**src/rtl/load_register.sv**
```systemverilog
// Generic WIDTH-bit storage register with a load enable and an asynchronous
// active-low reset. It latches operands, opcodes and results in the ALU datapath.
module load_register #(
    parameter int unsigned           WIDTH       = 8,
    parameter logic [WIDTH-1:0]      RESET_VALUE = {WIDTH{1'b0}}
) (
    input  logic             clk,
    input  logic             reset,
    input  logic             load_en,
    input  logic [WIDTH-1:0] data_in,
    output logic [WIDTH-1:0] data_out
);

    logic [WIDTH-1:0] data_reg;
    logic [WIDTH-1:0] data_next;

    // Hold is the default. When load_en is high, the next value is data_in.
    always_comb begin
        data_next = data_reg;
        if (load_en) begin
            data_next = data_in;
        end
    end

    // Reset overrides any load at a coincident edge. It clears all bits together.
    always_ff @(posedge clk or negedge reset) begin
        if (!reset) begin
            data_reg <= RESET_VALUE;
        end else begin
            data_reg <= data_next;
        end
    end

    assign data_out = data_reg;

endmodule

```
**config.mk**
```make
export PLATFORM = sky130hd
export DESIGN_NAME = load_register
export DESIGN_NICKNAME = d
export VERILOG_FILES = /design/src/rtl/load_register.sv
export SDC_FILE = /design/constraint.sdc
export NUM_CORES = 1
export LEC_CHECK = 0
export CAP_MARGIN = 20
export CORE_AREA = 5 5 42 44
export DETAILED_ROUTE_END_ITERATION = 6
export DIE_AREA = 0 0 47 49
export PLACE_DENSITY_LB_ADDON = 0.25
export SETUP_SLACK_MARGIN = 0.05
export SLEW_MARGIN = 10
export SYNTH_ARGS = -nofsm -noshare
export SYNTH_HDL_FRONTEND = slang
export SYNTH_SLANG_ARGS = --single-unit
```
**constraint.sdc**
```tcl
create_clock -name clk -period 0.8 [get_ports clk]
set_clock_uncertainty 0.15 [all_clocks]
set_input_delay 0.2 -clock clk [delete_from_list [all_inputs] [get_ports clk]]
set_output_delay 0.2 -clock clk [all_outputs]
set_load 0.1 [all_outputs]
```
==> out/summary.txt <==
Critical path, cell by cell: buf_12
Mux contribution to synthesized area: 36.2%
Sequential area share after synthesis: 60.4%
Worst-Skew Late Latency: 0.25 ns
Post-synthesis cell type count: 3
Slowest stage delay, CP: 0.49 ns
Synth warnings: 0
Flops & latches, synth: 8
CTS Hold Bufs: 0
Core box area: 1400 um2
Pre-CTS setup slack: -0.646 ns
Initial DRC Count: 1
Largest family of logic cells by synthesized area: multiplexers
Antenna-violating nets left: 0
Syn_nets: 28
Worst R2R Path Depth: 2
Slowest-stage cell, CP: dfrtp_4
Die Ht: 49 um
Fill count: 123
Outcome: finished with violations
Clock buffer depth: 2
FMAX: 791 MHz
Synth Area in Adders: 0%
CP Launch Type: flip-flop
Mean Syn Cell Area: 19.5 um2
Netlist Area Pre-Place: 332 um2
Hold Vio Cnt, Final: 0
RR Startpoint: data_out[5]$_DFFE_PN0P_
Total GRT Usage: 7.81%
Max Cap Viol: 0
Worst endpoint required time: 0.45 ns
Main synth FF type: dfrtp_1
R2R Path End: data_out[5]$_DFFE_PN0P_
# diodes: 0
Unrepaired setup endpoints after global routing: yes
Post-route DRC: 0
Site Rows: 14
Hold Crit Class: input port to asynchronous set/reset pin
Final wirelength: 777 um
Area growth syn-to-layout: 114%
Final setup fails: 16
Num Clock Sinks: 8
CTS tree: done
Reg-to-reg slack, setup: -0.33 ns
Nets: 54
Pwr dens: 2060 nW/um2
WL per Instance: 13.6 um
Synth top cells by count: dfrtp_1, mux2_4, buf_6
Die area: 2300 um2
EDFF count, synth: 0
Failing checks: negative setup slack
Max-slew violation count: 0
WS Path Type: flip-flop to output port
Initial antenna violation count: 0
DIE WIDTH: 47 um
Register area: 230 um2
Post-DP HPWL: 624 um
Synth Area in Simple Gates: 0%
Part of the cycle the worst path needs: 158%
Nature of the critical path endpoint: output port
Via Count: 240
Slew HR: 91.4%
GRT overflow: 0
Crit path max fanout: 2
Worst slew pin tran: 0.129 ns
XOR/XNOR Fraction of Synth Area: 0%
Synth top area share: 60.4%
Post-Synthesis Cells: 17
Largest net degree at the start of global routing: 9
Largest delay contributor family on the critical path: flip-flops
H-tree levels: 1
Final min period: 1.26 ns
Vias in the first global route: 262
Largest cells by area after synthesis: dfrtp_1, mux2_4, buf_6
Asr flop ratio synth: 100%
Routability cong.: 0.679
Pre-Repair DR Iteration Count: 2
Worst path bufs/invs: 1
Initial Util: 23.7%
Area occupied by multi-input gates: 120 um2
Final worst setup slack: -0.464 ns
IO Port Bufs: 18
Max VDD drop: 0.973 mV
Total CTS buffers: 3
Largest register FFs: 8
First-pass GRT wire length: 1240 um
Layout cells sized above 1: 75.6%
Arrival time at the worst endpoint: 0.91 ns
Synth Area in Compound Gates: 0%
Pleak: 0.311 nW
DR vias/cell: 4.21
Synth area leader: dfrtp_1
Root Buffer: clkbuf_4
Clock slew at reported path FFs: 0.05 ns
Setup TNS: -5.53 ns
Top Ports: 19
==> kinds of logic (layout without fill, tap and decap cells) <==
kind of cell           count (synthesis)  in the layout
buffers and inverters                  1             25
multiplexers                           8              8
flip-flops                             8              8
==> how the worst max path moves through the flow <==
| stage | from | end | slack [ns] | depth (start not counted) |
|---|---|---|---|---|
| floorplan | data_out[0]$_DFFE_PN0P_ | data_out[0]$_DFFE_PN0P_ | -0.38 | 1 |
| global route | data_out[1]$_DFFE_PN0P_ | data_out[1] | -0.50 | 1 |
| finish | data_out[1]$_DFFE_PN0P_ | data_out[1] | -0.46 | 1 |
| global placement | load_en | data_out[4]$_DFFE_PN0P_ | -0.63 | 3 |
| detailed placement | load_en | data_out[6]$_DFFE_PN0P_ | -0.65 | 3 |
| CTS | data_out[1]$_DFFE_PN0P_ | data_out[1] | -0.48 | 1 |
==> final cells by class <==
type / instances / area share (%)
clock buffers: 3 / 3.17
multi-input cells: 8 / 16.9
well taps: 16 / 2.82
repair buffers: 22 / 44.7
flip-flops and latches: 8 / 32.4
==> cell usage in the layout (no fill, tap or decap), drive strengths merged <==
master / instances
buf: 12
clkbuf: 3
clkdlybuf4s50: 9
dfrtp: 8
dlygate4sd2: 1
mux2: 8
==> through the flow <==
step | cells | utilization [%] | power, mW | instance area, um2 | hold slack, ns
final | 57 | 50.7 | 1.47 | 711 | 0.114
after global routing | 57 | 50.7 | 1.54 | 711 | 0.111
after CTS | 56 | 49.9 | 1.49 | 699 | 0.106
after detailed placement | 53 | 48.4 | 1.18 | 678 | 0.384
after global placement | 53 | 48.4 | 1.17 | 678 | 0.379
after floorplan | 17 | - | 0.886 | 362 | -0.246
==> layer usage <==
layer,track usage [%],up-vias,share of wire [%],wire (um)
met3,4.06,0,16,123
met5,0,-,0,0
met2,10.9,15,50,390
li1,-,109,-,-
met4,5.53,0,0,0
met1,8.78,116,34,263
==> report_power, final <==
| group | switching [mW] | total [mW] | internal, mW |
|---|---|---|---|
| logic | 0.365 | 0.653 | 0.288 |
| clock network | 0.123 | 0.294 | 0.171 |
| registers | 0.0472 | 0.520 | 0.473 |
| total | 0.536 | 1.47 | 0.931 |
==> what timing repair did <==
action	in CTS	in global routing
setup buffers	0	1
pin swaps	0	0
setup endpoints to repair	16	16
gates cloned	0	0
resized for setup	1	1
(Power assumes the default switching activity.)
